**src/rtl/mux_tree_pipe_if.sv**
```systemverilog
// Stream bundle for mux_tree_pipe: wide multi-word request side and single-word result side.
// out_sel exists only when MUX_TREE_PIPE_SEL_ECHO_EN is defined.
interface mux_tree_pipe_if #(
    parameter int NUM_IN = 16,
    parameter int DATA_W = 8
);
    localparam int SEL_W = $clog2(NUM_IN);

    logic [NUM_IN*DATA_W-1:0] in_data;
    logic [SEL_W-1:0]         in_sel;
    logic                     in_valid;
    logic                     in_ready;
    logic [DATA_W-1:0]        out_data;
    logic                     out_valid;
    logic                     out_ready;

`ifdef MUX_TREE_PIPE_SEL_ECHO_EN
    logic [SEL_W-1:0]         out_sel;

    modport master (
        output in_data, in_sel, in_valid, out_ready,
        input  in_ready, out_data, out_valid, out_sel
    );
    modport slave (
        input  in_data, in_sel, in_valid, out_ready,
        output in_ready, out_data, out_valid, out_sel
    );
`else
    modport master (
        output in_data, in_sel, in_valid, out_ready,
        input  in_ready, out_data, out_valid
    );
    modport slave (
        input  in_data, in_sel, in_valid, out_ready,
        output in_ready, out_data, out_valid
    );
`endif
endinterface

```
**src/rtl/mux_tree_pipe.sv**
```systemverilog
// Pipelined NUM_IN:1 word mux as a radix-4 tree, one register stage per 2 select bits, valid/ready both sides.
// Define MUX_TREE_PIPE_SEL_ECHO_EN to carry the full select through the pipe and expose it as out_sel.
module mux_tree_pipe #(
    parameter int NUM_IN = 16,
    parameter int DATA_W = 8
) (
    input  logic           clk,
    input  logic           rst_n,
    mux_tree_pipe_if.slave bus
);
    localparam int SEL_W  = $clog2(NUM_IN);
    localparam int NUM_ST = (SEL_W + 1) / 2;

    // rdy[j] is stage j's ability to load; an empty stage always loads, collapsing bubbles.
    logic [NUM_ST:0] rdy;

    assign rdy[NUM_ST]  = bus.out_ready;
    assign bus.in_ready = rdy[0];

    for (genvar j = 0; j < NUM_ST; j++) begin : g_stage
        localparam int IN_BITS   = SEL_W - 2*j;
        localparam int USE_BITS  = (IN_BITS >= 2) ? 2 : 1;
        localparam int OUT_BITS  = IN_BITS - USE_BITS;
        localparam int IN_WORDS  = NUM_IN >> (2*j);
        localparam int OUT_WORDS = IN_WORDS >> USE_BITS;

        logic [IN_WORDS*DATA_W-1:0]  data_in;
        logic [IN_BITS-1:0]          sel_in;
        logic                        valid_in;
        logic [OUT_WORDS*DATA_W-1:0] mux_d;
        logic [OUT_WORDS*DATA_W-1:0] data_q;
        logic                        v_q;

        assign rdy[j] = !v_q || rdy[j+1];

        if (j == 0) begin : g_src
            assign data_in  = bus.in_data;
            assign valid_in = bus.in_valid && rdy[0];
        end else begin : g_src
            assign data_in  = g_stage[j-1].data_q;
            assign valid_in = g_stage[j-1].v_q;
        end

`ifdef MUX_TREE_PIPE_SEL_ECHO_EN
        logic [SEL_W-1:0] echo_in;
        logic [SEL_W-1:0] echo_q;

        if (j == 0) begin : g_echo_src
            assign echo_in = bus.in_sel;
        end else begin : g_echo_src
            assign echo_in = g_stage[j-1].echo_q;
        end

        // Selection is taken straight from the carried full select.
        assign sel_in = echo_in[SEL_W-1:2*j];

        always_ff @(posedge clk or negedge rst_n) begin
            if (!rst_n) begin
                echo_q <= '0;
            end else if (rdy[j]) begin
                echo_q <= echo_in;
            end
        end
`else
        if (j == 0) begin : g_sel_src
            assign sel_in = bus.in_sel;
        end else begin : g_sel_src
            assign sel_in = g_stage[j-1].g_sel.sel_q;
        end

        // Only the select bits later stages still need are registered.
        if (OUT_BITS > 0) begin : g_sel
            logic [OUT_BITS-1:0] sel_q;

            always_ff @(posedge clk or negedge rst_n) begin
                if (!rst_n) begin
                    sel_q <= '0;
                end else if (rdy[j]) begin
                    sel_q <= sel_in[IN_BITS-1:USE_BITS];
                end
            end
        end
`endif

        always_comb begin
            mux_d = '0;
            for (int unsigned w = 0; w < OUT_WORDS; w++) begin
                mux_d[w*DATA_W +: DATA_W] =
                    data_in[((w << USE_BITS) + 32'(sel_in[USE_BITS-1:0])) * DATA_W +: DATA_W];
            end
        end

        always_ff @(posedge clk or negedge rst_n) begin
            if (!rst_n) begin
                data_q <= '0;
                v_q    <= 1'b0;
            end else if (rdy[j]) begin
                data_q <= mux_d;
                v_q    <= valid_in;
            end
        end

        if (j == NUM_ST - 1) begin : g_out
            assign bus.out_data  = data_q;
            assign bus.out_valid = v_q;
`ifdef MUX_TREE_PIPE_SEL_ECHO_EN
            assign bus.out_sel   = echo_q;
`endif
        end
    end
endmodule
```
**src/flat_wrapper.sv**
```systemverilog
// flat-port wrapper written by rule: the top's interface ports become plain ports
module mux_tree_pipe_flat 
#(
    parameter int NUM_IN = 16,
    parameter int DATA_W = 8
)
  (clk, rst_n, bus_in_data, bus_in_sel, bus_in_valid, bus_out_ready, bus_in_ready, bus_out_data, bus_out_valid);
  mux_tree_pipe_if #(.NUM_IN(NUM_IN), .DATA_W(DATA_W)) bus_i ();
  input  logic clk;
  input  logic rst_n;
  input wire logic [$bits(bus_i.in_data)-1:0] bus_in_data;
  input wire logic [$bits(bus_i.in_sel)-1:0] bus_in_sel;
  input wire logic [$bits(bus_i.in_valid)-1:0] bus_in_valid;
  input wire logic [$bits(bus_i.out_ready)-1:0] bus_out_ready;
  output wire logic [$bits(bus_i.in_ready)-1:0] bus_in_ready;
  output wire logic [$bits(bus_i.out_data)-1:0] bus_out_data;
  output wire logic [$bits(bus_i.out_valid)-1:0] bus_out_valid;
  assign bus_i.in_data = bus_in_data;
  assign bus_i.in_sel = bus_in_sel;
  assign bus_i.in_valid = bus_in_valid;
  assign bus_i.out_ready = bus_out_ready;
  assign bus_in_ready = bus_i.in_ready;
  assign bus_out_data = bus_i.out_data;
  assign bus_out_valid = bus_i.out_valid;
  mux_tree_pipe #(.NUM_IN(NUM_IN), .DATA_W(DATA_W)) u_core (.clk(clk), .rst_n(rst_n), .bus(bus_i));
endmodule
```
**config.mk**
```make
export PLATFORM = sky130hd
export DESIGN_NAME = mux_tree_pipe_flat
export DESIGN_NICKNAME = d
export VERILOG_FILES = /design/src/rtl/mux_tree_pipe_if.sv /design/src/rtl/mux_tree_pipe.sv /design/src/flat_wrapper.sv
export SDC_FILE = /design/constraint.sdc
export NUM_CORES = 1
export LEC_CHECK = 0
export BUFFER_PORTS_ARGS = -buffer_cell sky130_fd_sc_hd__buf_2
export CAP_MARGIN = 20
export CORE_ASPECT_RATIO = 1.1
export CORE_MARGIN = 2
export CORE_UTILIZATION = 49
export CTS_CLUSTER_DIAMETER = 60
export DETAILED_ROUTE_END_ITERATION = 7
export PLACE_DENSITY = 0.86
export SYNTH_ARGS = -nofsm -noshare
export SYNTH_HDL_FRONTEND = slang
export SYNTH_SLANG_ARGS = --single-unit
```
**constraint.sdc**
```tcl
create_clock -name clk -period 2.6 [get_ports clk]
set_input_delay 0.13 -clock clk [delete_from_list [all_inputs] [get_ports clk]]
set_output_delay 0.13 -clock clk [all_outputs]
set_load 0.05 [all_outputs]
```
Word level (Yosys, flattened, before mapping)
Index checks and enable logic that the tools add are counted.

Word-level logic and storage cells: 18. Input port bits: 136. Bits in registers: 44. Output and inout bits: 10.

$add $sub $neg: 3. Shift operators: 5. Reduce and logical (&&, ||, !) cells: 5.

Operators by type and width (number): variable part select 128 x 33 -> 8 bit (3); variable part select 128 x 6 -> 8 bit (1); variable part select 32 x 6 -> 8 bit (1); adder 4 x 2 -> 5 bit, first input constant (2); adder 3 x 2 -> 4 bit, first input constant (1); logical NOT 1 bit (2); logical OR 1 bit (2); logical AND 1 bit (1).

Logic depth before layout (Yosys ltp)
Depth in word-level cells: 4. Mapped depth: 4. Mapped depth without buffers: 2.

Least setup slack after synthesis
Ideal clock, no wire load.

Kind: reg-to-reg. Start: reg u_core.g_stage[1].v_q (netlist: u_core.bus.out_valid). End: reg u_core.g_stage[0].data_q[21]. Required time: 2.475 ns. Setup slack: 0.811 ns. Arrival time: 1.664 ns. Buffers on the path: 2. Period minus slack after synthesis: 1.789 ns. Setup time: 0.125 ns. Stages on the path, launching flop included: 5. Cell sequence: dfrtp_1 > nand3b_1 > buf_2 > buf_2 > mux2_4.

Longest elaborated chain between the ends: 3.

RTL lines: start: declaration (RTL line mux_tree_pipe.sv:32) `logic v_q;`; start signal: assignment (RTL line mux_tree_pipe.sv:99) `v_q <= valid_in;`; logical NOT 1 bit (RTL line mux_tree_pipe.sv:34) `assign rdy[j] = !v_q || rdy[j+1];`; logical OR 1 bit (2 in series) (RTL line mux_tree_pipe.sv:34); via bus_in_ready (RTL line flat_wrapper.sv:15) `output wire logic [$bits(bus_i.in_ready)-1:0] bus_in_ready;`; end signal: assignment (RTL line mux_tree_pipe.sv:98) `data_q <= mux_d;`; end: declaration (RTL line mux_tree_pipe.sv:31) `logic [OUT_WORDS*DATA_W-1:0] data_q;`.

The timed path passes the listed nets, and every way through them passes these cells. A chain may end at the register's enable or synchronous reset.

Final worst setup path
Start: reg u_core.g_stage[1].v_q (netlist: u_core.bus.out_valid). End: out bus_in_ready.

Longest elaborated chain between the ends: 3.

RTL lines (RTL line): logical NOT 1 bit (mux_tree_pipe.sv:34); logical OR 1 bit (2 in series) (mux_tree_pipe.sv:34); end: declaration (flat_wrapper.sv:15).

Every way passes these cells.

==> implementation parameters <==
Parameter                              Value

Placement
  Final weighted congestion of routability-driven global placement    0.713
  Number of placed cells counting well taps    352
  Port bufs    145
  Post-detailed-placement half-perimeter wirelength    5.06 mm
  Placed inst area    3470 um^2

Synth
  Largest area contributor in the synthesized netlist    sky130_fd_sc_hd__dfrtp_1
  Portion of the post-synthesis area used by sequential elements    40.2%
  Most frequent cell after synthesis    sky130_fd_sc_hd__dfrtp_1
  Cell Area, Synth    2740 um^2
  Proportion of register bits with asynchronous set or reset after synthesis    100%
  Flip-flop and latch count after synthesis    44
  Cell count after synthesis    144
  Most numerous cell types in the synthesized netlist    sky130_fd_sc_hd__dfrtp_1, sky130_fd_sc_hd__mux4_2, sky130_fd_sc_hd__mux2_4, sky130_fd_sc_hd__mux2_2, sky130_fd_sc_hd__buf_2
  Portion of synthesized cell area occupied by the leading cell type    40.2%
  Mean post-synth cell area    19.0 um^2
  Library cells used by synthesis    12
  Total number of yosys warnings    0
  Post-synth EDFFs    0
  Synth area leaders    sky130_fd_sc_hd__dfrtp_1, sky130_fd_sc_hd__mux4_2, sky130_fd_sc_hd__mux2_4, sky130_fd_sc_hd__mux2_2, sky130_fd_sc_hd__buf_12
  Total nets after synthesis    280
  Main flop type after synthesis    sky130_fd_sc_hd__dfrtp_1

Critical path
  Endpoint type of the worst setup path    primary output
  WP data arrival    1.70 ns
  Top fanout value on the critical path    36
  Kind of critical path    reg2out
  Type of element launching the critical path    flop
  Required @ worst endpoint    2.47 ns

GRT
  Antenna violations before repair    0
  GRT Total Usage    21.1%
  Maximum number of pins on one net before global-route repair    45
  Via count of the first global-routing pass    2057
  Wire length of the first global-routing pass    9.53 mm
  Global route total overflow    0

Clock tree
  Clock latency of the later-clocked register in the worst-skew pair    0.29 ns
  Post-CTS setup buffers    0
  Post-CTS clock slew at the launch and capture registers of the worst setup and hold paths    0.07 ns
  Number of CTS-inserted buffers    5
  Root Buffer    sky130_fd_sc_hd__clkbuf_8
  Total clock sinks    44
  Number of H-tree levels    2
  Number of hold buffers added after cts    0
  Number of instances resized during post-cts repair    0
  Worst-case clock buffer depth    2
  Clock tree from TritonCTS    yes

Pwr
  Internal power component    1350 uW
  Fraction of power consumed by sequential logic    45.5%
  Peak supply drop    0.000299 V
  Reported net switching power    606 uW
  Switching part of the total    31.0%
  Clock power frac    19.7%
  Combinational Power Share    34.8%
  Reported leakage power    0.00172 uW
  Power Density    552 nW/um^2

Floorplan
  Die Span Y    82.4 um
  Total I/O pin count    146
  Area of the die    6200 um^2
  Number of cell rows    28
  CORE AREA    5400 um^2
  Die X    75.3 um
  Effective utilization at floorplan    50.7%

Routing
  Final routed wirelength across all metal layers    6.33 mm
  Detail-routed net length per standard cell    17.7 um
  TritonRoute pass-1 iters    4
  Drt initial violations    47
  Residual DRC count    0
  Via count of the routed design    1932
  Detail Route Antenna Nets    0
  Detailed-route vias per instance    5.41

Worst hold path
  Worst hold-check path type    in2async

STA
  Unrepaired setup endpoints after global routing    no
  Final-layout worst hold slack    -0.0134 ns
  Setup violations, final    0
  Fmax    547 MHz
  Summed negative setup slack over all endpoints    0 ns
  Relative max-transition margin    34.7%
  Final hold violations    11
  Post-route clock skew    0.00222 ns
  Crit path time final    1.83 ns
  Period Utilization, post-route    70.3%
  Final number of max-transition violations    0
  Actual transition at the worst max-transition pin    0.980 ns

Run
  Max-cap check violation count    0

Finish
  Nets@finish    420
  Post-route cell area    3540 um^2
  Post-route insts no fill    357
  ANT cells    0
  Share of final-layout standard cells stronger than drive strength 1    82.3%
  Area added between synthesis and finish    29.2%

Outcome
  Result of the run    finished with violations
  Violated checks    hold timing
[layout make-up]
cell class,instances,area [um^2]
clock buffers,5,68.8
flip-flops and latches,44,1100
repair buffers,147,753
fillers,417,1860
multi-input cells,86,1520
well taps,75,93.8
[critical path: stages, from the launching register on]
cell and delay [ns]:
sky130_fd_sc_hd__dfrtp_1 0.39, sky130_fd_sc_hd__nand3b_1 0.09, sky130_fd_sc_hd__buf_4 0.51, sky130_fd_sc_hd__buf_2 0.38
[final timing paths]
check	start	endpoint	slack (ns)	cells after the start
worst min-delay path	rst_n	u_core.g_stage[0].data_q[1]	-0.01	1
max in group asynchronous	rst_n	u_core.g_stage[0].data_q[26]	2.00	1
worst min register to register	u_core.g_stage[0].v_q	u_core.bus.out_valid	0.48	1
worst max-delay path	u_core.bus.out_valid	bus_in_ready	0.77	3
min in group clk	bus_in_valid	u_core.g_stage[0].v_q	0.02	2
worst max register to register	u_core.g_stage[0].g_sel.sel_q[0]	u_core.bus.out_data[5]	0.99	2
[power groups by stage]
stage	clock network [uW]	logic [uW]	registers [uW]
floorplan	0	370	1000
global placement	0	668	897
detailed placement	0	686	902
CTS	394	688	889
global route	414	722	904
finish	384	680	888
[cells in the final DEF (no fill, tap or decap)]
master                     count
sky130_fd_sc_hd__dfrtp_1      44
sky130_fd_sc_hd__mux4_2       38
sky130_fd_sc_hd__nand3b_1      1
sky130_fd_sc_hd__buf_12        1
sky130_fd_sc_hd__mux2_4       30
sky130_fd_sc_hd__buf_4         1
sky130_fd_sc_hd__mux2_2       12
sky130_fd_sc_hd__clkbuf_8      5
sky130_fd_sc_hd__buf_2       145
sky130_fd_sc_hd__nand2b_1      3
sky130_fd_sc_hd__mux4_1        2
[flip-flops by register name, indices dropped and copies added, names as in the netlist]
name                        flops
u_core.bus.out_data             8
u_core.bus.out_valid            1
u_core.g_stage.v_q              1
u_core.g_stage.g_sel.sel_q      2
u_core.g_stage.data_q          32
[logic make-up (layout without fill, tap and decap cells)]
family	after synthesis	in the layout	share of synthesized area (%)
simple gates	4	4	0.960
mux	82	82	54.6
flops	44	44	40.2
buf+inv	14	152	4.25
[routing by layer]
| layer | up-vias | track usage, % | wire (um) |
|---|---|---|---|
| met4 | 0 | 8.77 | 134 |
| met3 | 11 | 2.43 | 299 |
| met5 | - | 0 | 0 |
| met2 | 82 | 38.8 | 3540 |
| met1 | 971 | 24.9 | 2350 |
| li1 | 868 | - | - |
[stage by stage]
stage / hold WS, ns / utilization (%) / power (uW) / setup slack (ns)
2_1_floorplan: -0.166 / - / 1370 / 0.811
3_3_place_gp: 0.322 / 64.3 / 1560 / 0.901
3_5_place_dp: 0.323 / 64.3 / 1590 / 0.860
4_1_cts: 0.0156 / 65.6 / 1970 / 0.773
5_1_grt: 0.0164 / 65.6 / 2040 / 0.699
6_report: -0.0134 / 65.6 / 1950 / 0.771
Power figures use the tool's default switching activity.
